--- src/rtl/apb_timer_pkg.sv ---
// Shared definitions for the APB timer: register word offsets, CTRL/INTSTAT bit
// positions and the APB transfer-state encoding.
package apb_timer_pkg;

    localparam logic [2:0] REG_CTRL     = 3'd0;
    localparam logic [2:0] REG_LOAD     = 3'd1;
    localparam logic [2:0] REG_VALUE    = 3'd2;
    localparam logic [2:0] REG_PRESCALE = 3'd3;
    localparam logic [2:0] REG_INTSTAT  = 3'd4;

    localparam int CTRL_EN      = 0;
    localparam int CTRL_IRQEN   = 1;
    localparam int CTRL_ONESHOT = 2;
    localparam int INTSTAT_BIT  = 0;

    typedef enum logic [1:0] {
        ST_IDLE,
        ST_SETUP,
        ST_ACCESS
    } apb_state_t;

    function automatic logic reg_mapped(input logic [2:0] idx);
        return idx <= REG_INTSTAT;
    endfunction

endpackage

--- src/rtl/apb_timer_prescaler.sv ---
// Prescaler for the APB timer: emits a one-cycle tick every PRESCALE+1 enabled
// cycles; held at zero while disabled and restartable from the register file.
module apb_timer_prescaler (
    input  logic       clk,
    input  logic       rst,
    input  logic [7:0] prescale,
    input  logic       en,
    input  logic       restart,
    output logic       tick
);

    logic [7:0] pre_cnt;

    assign tick = en && (pre_cnt == prescale);

    // NOTE: clocked state is always written with <= so every flop samples pre-edge values.
    always_ff @(posedge clk) begin
        if (rst || restart || !en || tick) begin
            pre_cnt <= '0;
        end else begin
            pre_cnt <= pre_cnt + 8'd1;
        end
    end

endmodule

--- src/rtl/apb_timer.sv ---
// APB completer with a 32-bit down-counting timer, prescaler and sticky interrupt.
// Define APB3_EN to add PREADY/PSLVERR with WAIT_CYCLES access wait states.
module apb_timer
    import apb_timer_pkg::*;
#(
    parameter int ADDRWIDTH   = 16,
    parameter int DATAWIDTH   = 32,
    parameter int WAIT_CYCLES = 0
) (
    input  logic                 PCLK,
    input  logic                 PRESET,
    input  logic                 PSEL,
    input  logic                 PENABLE,
    input  logic [ADDRWIDTH-1:0] PADDR,
    input  logic                 PWRITE,
    input  logic [DATAWIDTH-1:0] PWDATA,
    output logic [DATAWIDTH-1:0] PRDATA,
    output logic                 TIMERINT
`ifdef APB3_EN
    ,
    output logic                 PREADY,
    output logic                 PSLVERR
`endif
);

    localparam logic [DATAWIDTH-1:0] ONE = DATAWIDTH'(1);

    apb_state_t           state, next_state;
    logic [2:0]           idx;
    logic                 setup_ph, access_ph, in_xfer, commit, write_en, err;
    logic                 ready, wait_done, tick, load_wr, unused_bits;
    logic [2:0]           ctrl;
    logic [DATAWIDTH-1:0] load, value, rdata;
    logic [7:0]           prescale;
    logic                 intstat;

    assign idx       = PADDR[4:2];
    assign setup_ph  = PSEL && !PENABLE;
    assign access_ph = PSEL && PENABLE;
    assign in_xfer   = access_ph && (state != ST_IDLE);
    assign commit    = in_xfer && wait_done;
    assign write_en  = commit && PWRITE && !err;
    assign load_wr   = write_en && (idx == REG_LOAD);

`ifdef APB3_EN
    logic [3:0] wait_cnt;

    assign wait_done = (wait_cnt == WAIT_CYCLES[3:0]);
    assign err       = !reg_mapped(idx) || (PWRITE && (idx == REG_VALUE));
    assign PREADY    = ready || PRESET;
    assign PSLVERR   = commit && err && !PRESET;

    always_ff @(posedge PCLK) begin
        if (PRESET || setup_ph) begin
            wait_cnt <= '0;
        end else if (in_xfer && !wait_done) begin
            wait_cnt <= wait_cnt + 4'd1;
        end
    end

    assign unused_bits = ^{PADDR[ADDRWIDTH-1:5], PADDR[1:0]};
`else
    assign wait_done   = 1'b1;
    assign err         = 1'b0;
    assign unused_bits = ^{PADDR[ADDRWIDTH-1:5], PADDR[1:0], ready, WAIT_CYCLES[3:0]};
`endif

    always_ff @(posedge PCLK) begin
        if (PRESET) state <= ST_IDLE;
        else        state <= next_state;
    end

    // NOTE: every always_comb output gets a default first so no path can infer a latch.
    always_comb begin
        next_state = state;
        ready      = 1'b1;
        if (!PSEL) begin
            next_state = ST_IDLE;
        end else if (!PENABLE) begin
            next_state = ST_SETUP;
        end else if (state != ST_IDLE) begin
            ready      = wait_done;
            next_state = wait_done ? ST_IDLE : ST_ACCESS;
        end
    end

    always_comb begin
        rdata = '0;
        case (idx)
            REG_CTRL:     rdata[2:0]        = ctrl;
            REG_LOAD:     rdata             = load;
            REG_VALUE:    rdata             = value;
            REG_PRESCALE: rdata[7:0]        = prescale;
            REG_INTSTAT:  rdata[INTSTAT_BIT] = intstat;
            default:      rdata             = '0;
        endcase
    end

    apb_timer_prescaler u_prescaler (
        .clk      (PCLK),
        .rst      (PRESET),
        .prescale (prescale),
        .en       (ctrl[CTRL_EN]),
        .restart  (write_en && (idx == REG_LOAD || idx == REG_PRESCALE)),
        .tick     (tick)
    );

    // Later assignments win: a counter event overrides a coincident INTSTAT clear
    // and a coincident CTRL write of EN.
    always_ff @(posedge PCLK) begin
        if (PRESET) begin
            ctrl     <= '0;
            load     <= '0;
            value    <= '0;
            prescale <= '0;
            intstat  <= 1'b0;
            PRDATA   <= '0;
        end else begin
            if (write_en) begin
                case (idx)
                    REG_CTRL:     ctrl     <= PWDATA[2:0];
                    REG_LOAD:     load     <= PWDATA;
                    REG_PRESCALE: prescale <= PWDATA[7:0];
                    REG_INTSTAT:  if (PWDATA[INTSTAT_BIT]) intstat <= 1'b0;
                    default:      ;
                endcase
            end
            if (load_wr) begin
                value <= PWDATA;
            end else if (tick) begin
                if (value > ONE) begin
                    value <= value - ONE;
                end else begin
                    intstat <= 1'b1;
                    if (ctrl[CTRL_ONESHOT]) begin
                        value         <= '0;
                        ctrl[CTRL_EN] <= 1'b0;
                    end else begin
                        value <= load;
                    end
                end
            end
            if (setup_ph) PRDATA <= rdata;
        end
    end

    assign TIMERINT = intstat && ctrl[CTRL_IRQEN];

endmodule

--- config.mk ---
export PLATFORM = sky130hd
export DESIGN_NAME = apb_timer
export DESIGN_NICKNAME = d
export VERILOG_FILES = /design/src/rtl/apb_timer_pkg.sv /design/src/rtl/apb_timer_prescaler.sv /design/src/rtl/apb_timer.sv
export SDC_FILE = /design/constraint.sdc
export NUM_CORES = 1
export LEC_CHECK = 0
export CORE_AREA = 10 10 115 117
export CTS_CLUSTER_DIAMETER = 40
export DETAILED_ROUTE_END_ITERATION = 16
export DIE_AREA = 0 0 125 127
export GPL_TIMING_DRIVEN = 1
export PLACE_DENSITY_LB_ADDON = 0.2
export SLEW_MARGIN = 30
export SYNTH_ARGS = -nofsm -noshare
export SYNTH_HDL_FRONTEND = slang
export SYNTH_SLANG_ARGS = --single-unit
--- constraint.sdc ---
create_clock -name PCLK -period 2.7 [get_ports PCLK]
set_input_delay 0.405 -clock PCLK [delete_from_list [all_inputs] [get_ports PCLK]]
set_output_delay 0.405 -clock PCLK [all_outputs]
set_load 0.005 [all_outputs]
== Word-level counts from Yosys, hierarchy flattened ==
Index checks and enable logic that the tools add are counted.
Cells by class
  $add $sub $neg: 2
  magnitude comparators: 1
  equal/unequal tests: 6
  mux-type cells: 22
  bitwise gates (word level): 1
  reduce and logical (&&, ||, !) cells: 20
Operators with widths (number)
  32-bit 2-to-1 mux: 4
  24-bit one-hot mux with 2 select lines: 1
  32-bit by 1-bit greater-than comparator with 1-bit output, second input constant: 1
  32-bit by 1-bit subtractor with 32-bit output, second input constant: 1
  5-bit one-hot mux with 3 select lines: 1
  1-bit 2-to-1 mux: 14
  8-bit by 1-bit adder with 8-bit output, second input constant: 1
  8-bit equality test: 1
  1-bit logical AND: 8
  2-bit one-hot mux with 4 select lines: 1
  3-bit by 2-bit equality test with 1-bit output, second input constant: 2
  2-bit AND reduction: 3
  1-bit one-hot mux with 5 select lines: 1
  1-bit logical OR: 4
  3-bit by 1-bit equality test with 1-bit output, second input constant: 1
  3-bit equality test, second input constant: 1
  3-bit logical NOT: 1
  1-bit logical NOT: 2
  2-bit by 1-bit inequality test with 1-bit output, second input constant: 1
  2-bit nonzero test: 1
  2-bit OR reduction: 1
  1-bit NOT: 1
Word-level totals
  register bits: 117
  bits of input ports: 53
  output and inout port bits: 33

== Depth between registers and ports, before layout ==
  depth after elaboration: 8
  mapped depth: 9
  gate-level depth less buffers: 8

== Modules after synthesis ==
A second synthesis with hierarchy kept.
Second synthesis, totals
  cells, all modules: 712
  area total of the unflattened synthesis: 5860.6 um2
Modules (own cells, without submodules)
  apb_timer: instances 1, cells an instance 667, area an instance 5456.5 um2, seq. area each 2182.1 um2
  apb_timer_prescaler: instances 1, cells an instance 45, area an instance 404.1 um2, seq. area each 160.2 um2

== Worst setup path before layout ==
No wires, ideal clock.
  path type: input to register
  start: input PADDR[2]
  end: register value[30]
  setup time: 0.132 ns
  arrival time: 2.010 ns
  path slack: 0.558 ns
  cell stages on the path: 7
  buffers on the path: 2
  path through: buf_2 inv_1 o41ai_1 nor4_4 buf_2 a221oi_1 nor3_1
Between the ends
  longest elaborated chain between the ends: 3
  elaborated cells on any way between the ends: 4
  classes of those cells: 1 x eq/ne; 1 x mux; 2 x reduce/logical
Ends and longest elaborated chain
  from (decl): RTL line apb_timer.sv:14  | input logic [ADDRWIDTH-1:0] PADDR,
  3-bit by 1-bit equality test with 1-bit output *: RTL line apb_timer.sv:43  | assign load_wr = write_en && (idx == REG_LOAD);
  1-bit logical AND *: RTL line apb_timer.sv:43
  32-bit 2-to-1 mux / 2-bit nonzero test (equally long branches)
  to (signal assigned): RTL line apb_timer.sv:132  | value <= value - ONE;
  to (signal assigned): RTL line apb_timer.sv:139  | value <= load;
  to (decl): RTL line apb_timer.sv:33  | logic [DATAWIDTH-1:0] load, value, rdata;
Every way passes the cells marked *; elsewhere a longest branch is shown, timed or not.
A chain may end at the register's enable or synchronous reset.

== Worst setup path after layout ==
  start: register value[26]
  end: register value[21]
Between the ends
  longest elaborated chain between the ends: 4
Ends and longest elaborated chain
  32-bit by 1-bit greater-than comparator with 1-bit output: RTL line apb_timer.sv:131  | if (value > ONE) begin
  32-bit 2-to-1 mux: RTL line apb_timer.sv:131
  32-bit 2-to-1 mux: RTL line apb_timer.sv:130  | end else if (tick) begin
  32-bit 2-to-1 mux: RTL line apb_timer.sv:128  | if (load_wr) begin
No other way between the ends. The select of a mux whose other input is x is not followed.

==> flow_summary.json <==
{
  "outcome": "finished, final reports clean",
  "hp-start": "load[2]$_SDFFE_PP0P_",
  "postCtsHoldBufs": 0,
  "drv_slew": 0,
  "crit_family": "simple AND/OR/NAND/NOR gates",
  "drv_cap": 0,
  "fin_crit_sh_pct": 89.54,
  "start_util_pct": 53.14,
  "cts.sinks": 117,
  "gp_congestion": 0.9252,
  "antenna_found_initial": 0,
  "worstMarginPinSlew_ns": 0.7419,
  "gr-max-usage-layer": "met2",
  "syn-num-nets": 768,
  "slowest_stage": "nor4_4",
  "r2r_end": "value[21]$_SDFFE_PP0P_",
  "async_flop_share_pct": 0,
  "leakage_nw": 2.977,
  "fp.dieH_um": 127,
  "synthSimpleGateAreaFrac_pct": 26.41,
  "yosys.area.top_type": "dfxtp_1",
  "fin_crit_ns": 2.418,
  "clock.fmax_ghz": 0.4136,
  "clkTransAtPathRegs_ns": 0.06,
  "post_synth_inst_count": 712,
  "grt_pass1_wl_um": 29390,
  "synth_top_area_share_pct": 39.62,
  "drive_above_1_share_pct": 15.51,
  "power.density_mw_per_mm2": 584.5,
  "coreArea_mm2": 0.01113,
  "muxShareOfSynthArea_pct": 3.640,
  "start_kind": "flip-flop",
  "place.detailed.hpwl_um": 12650,
  "htreeDepth": 4,
  "overflow": 0,
  "finalClockSkew_ns": 0.008325,
  "via_per_inst": 6.151,
  "hold_class": "reg -> reg",
  "die_area_mm2": 0.01588,
  "antennaDiodeCount": 0,
  "fin_hold_ws_ns": 0.4729,
  "synth_top_family_by_area": "simple AND/OR/NAND/NOR gates",
  "hold_end": "load[2]$_SDFFE_PP0P_",
  "placed_cells": 930,
  "hold_depth": 2,
  "synth_cell_types": 69,
  "synth.cell_area_mm2": 0.005912,
  "ys.flop_type": "dfxtp_1",
  "stdcell_count": 962,
  "nNetsFinal": 862,
  "clock_tree.buffer_depth": 2,
  "postCtsSetupBuffers": 0,
  "place_area_mm2": 0.007005,
  "crit_type": "reg -> reg",
  "grtUsageMet2_pct": 36.07,
  "finalInstanceArea_mm2": 0.007611,
  "critPathCaptureType": "flip-flop",
  "grt_use_total_pct": 22.23,
  "met3_usage_pct": 5.749,
  "grt_pass1_vias": 5761,
  "synth_edf_count": 0,
  "reg2reg_slack_ns": 0.28,
  "fin_tns_setup_ns": 0,
  "core.rowCount": 39,
  "required_ns": 3.02,
  "portBuffers": 72,
  "cp_max_fo": 11,
  "ys_ff_latch": 117,
  "fp.dieW_um": 125,
  "grt_max_degree": 98,
  "ioPinCount": 86,
  "route.vias.total": 5917,
  "rsz0062_at_grt": "no",
  "worst-path-buf-inv": 1,
  "synth_xor_area_share_pct": 4.296,
  "drtPass1Iterations": 5,
  "area_delta_synth_final_pct": 28.74,
  "ys_top_cells_by_area": "dfxtp_1 (40%), nor2_1 (6.7%), a221oi_1 (5.5%), nand2_1 (5.3%), a21oi_1 (4.2%)",
  "initialDrtViolationCount": 661,
  "drc": 0,
  "cpPeakStageDelay_ns": 0.60,
  "clk_latency_ns": 0.42,
  "routedWlPerCell_um": 18.71,
  "relSlewSlack_pct": 50.00,
  "r2r_cells": 7,
  "syn_area_per_cell_um2": 8.303,
  "finalPower_mw": 4.449,
  "cp.arrival_ns": 2.73,
  "cts_tree": "yes",
  "cts_buffers": 17,
  "vdd_drop_max_mv": 0.5367,
  "ys_warn_count": 0,
  "yosysSeqAreaShare_pct": 39.62,
  "routed_wl_um": 18000,
  "r2r_start": "value[26]$_SDFFE_PP0P_",
  "synthAdderAreaFrac_pct": 0.6349,
  "path_cells": "nor4_2 > nand4_2 > nor4_4 > buf_6 > a221o_1 > a21oi_1 > a311oi_1",
  "grt_util_met1_pct": 27.30,
  "detail-route-antenna-nets": 0,
  "root_buffer": "clkbuf_16",
  "hold_viol_final": 0,
  "post_cts_resized": 0,
  "setup_violations": 0,
  "synth_compound_area_share_pct": 20.49
}
## through the flow
stage	util [%]	setup WS (ns)
2_1_floorplan	-	0.5580
3_3_place_gp	62.80	-0.3285
3_5_place_dp	62.97	-0.06769
4_1_cts	68.38	0.2823
5_1_grt	68.41	0.1632
6_report	68.41	0.2823
## worst min-delay path, stage by stage, from the launching register on
cell	delay (ns)
dfxtp_1	0.32
nand2_1	0.05
a21oi_1	0.05
## worst max path at each step
stage                                 from                endpoint  slack [ns]  cells after the start
finish              value[26]$_SDFFE_PP0P_  value[21]$_SDFFE_PP0P_        0.28                      7
global route        value[30]$_SDFFE_PP0P_  value[21]$_SDFFE_PP0P_        0.16                      7
CTS                 value[26]$_SDFFE_PP0P_  value[21]$_SDFFE_PP0P_        0.28                      7
detailed placement                    PSEL  value[21]$_SDFFE_PP0P_       -0.07                      8
global placement                   PENABLE  value[21]$_SDFFE_PP0P_       -0.33                      7
floorplan                         PADDR[2]  value[30]$_SDFFE_PP0P_        0.56                      7
## kinds of logic after synthesis
family / count (synthesis)
XOR/XNOR: 29
flip-flops: 117
AND/OR/NAND/NOR: 312
buffers and inverters: 63
multiplexers: 18
adder cells (fa/ha/maj): 3
AO/OA/AOI/OAI: 170
## synthesized netlist by cell type (4+ instances only)
library cell and number:
nor4_4 4, a31oi_1 5, a221oi_1 37, mux2i_1 11, a22o_1 5, a21o_1 6
and3_1 5, a31o_2 4, xor2_1 17, xnor2_1 12, a22oi_1 10, nand4_1 5
buf_1 6, a211oi_1 5, nor2_1 106, nor3_1 40, o21ai_0 14, dfxtp_1 117
o221ai_1 11, nor4_1 11, buf_2 6, inv_1 7, nand3_1 19, mux2_2 5
or2_2 4, nand2_1 84, clkbuf_1 36, a21oi_1 50
## where the power goes
group	internal, mW	total (mW)	leakage [nW]	switching, mW
combinational	0.179	0.381	1.73	0.202
clock	1.51	2.30	0.299	0.790
sequential	1.75	1.77	0.946	0.0134
total	3.44	4.45	2.98	1.01
## layout make-up
class	instances	area, µm²
Clock inverter	10	127.6
Tap cell	143	178.9
Sequential cell	117	2342
Fill cell	930	3515
Clock buffer	22	474.2
Inverter	8	30.03
Multi-Input combinational cell	532	3299
Timing Repair Buffer	130	1159
## metal layers
metal | vias up | wire, µm
met5 | - | 0
li1 | 2794 | -
met3 | 52 | 1478
met2 | 267 | 8387
met1 | 2804 | 7564
met4 | 0 | 568
## sequential cells by signal, indices dropped and copies added, names as in the netlist
| register | flops |
|---|---|
| PRDATA | 32 |
| load | 32 |
| value | 32 |
| prescale | 8 |
| u_prescaler.pre_cnt | 8 |
| ctrl | 3 |
| intstat | 1 |
| state | 1 |
## cells in the final DEF, fill, tap and decap left out, types with 12 or more instances in the layout
| cell | netlist | final |
|---|---|---|
| a21oi_1 | 50 | 50 |
| a221oi_1 | 37 | 37 |
| buf_4 | 2 | 56 |
| clkbuf_16 | 0 | 17 |
| clkdlybuf4s50_1 | 0 | 71 |
| dfxtp_1 | 117 | 117 |
| nand2_1 | 84 | 84 |
| nand3_1 | 19 | 19 |
| nor2_1 | 106 | 106 |
| nor3_1 | 40 | 40 |
| o21ai_0 | 14 | 14 |
| xnor2_1 | 12 | 12 |
| xor2_1 | 17 | 17 |
No activity file was read; power rests on OpenSTA's default activity.
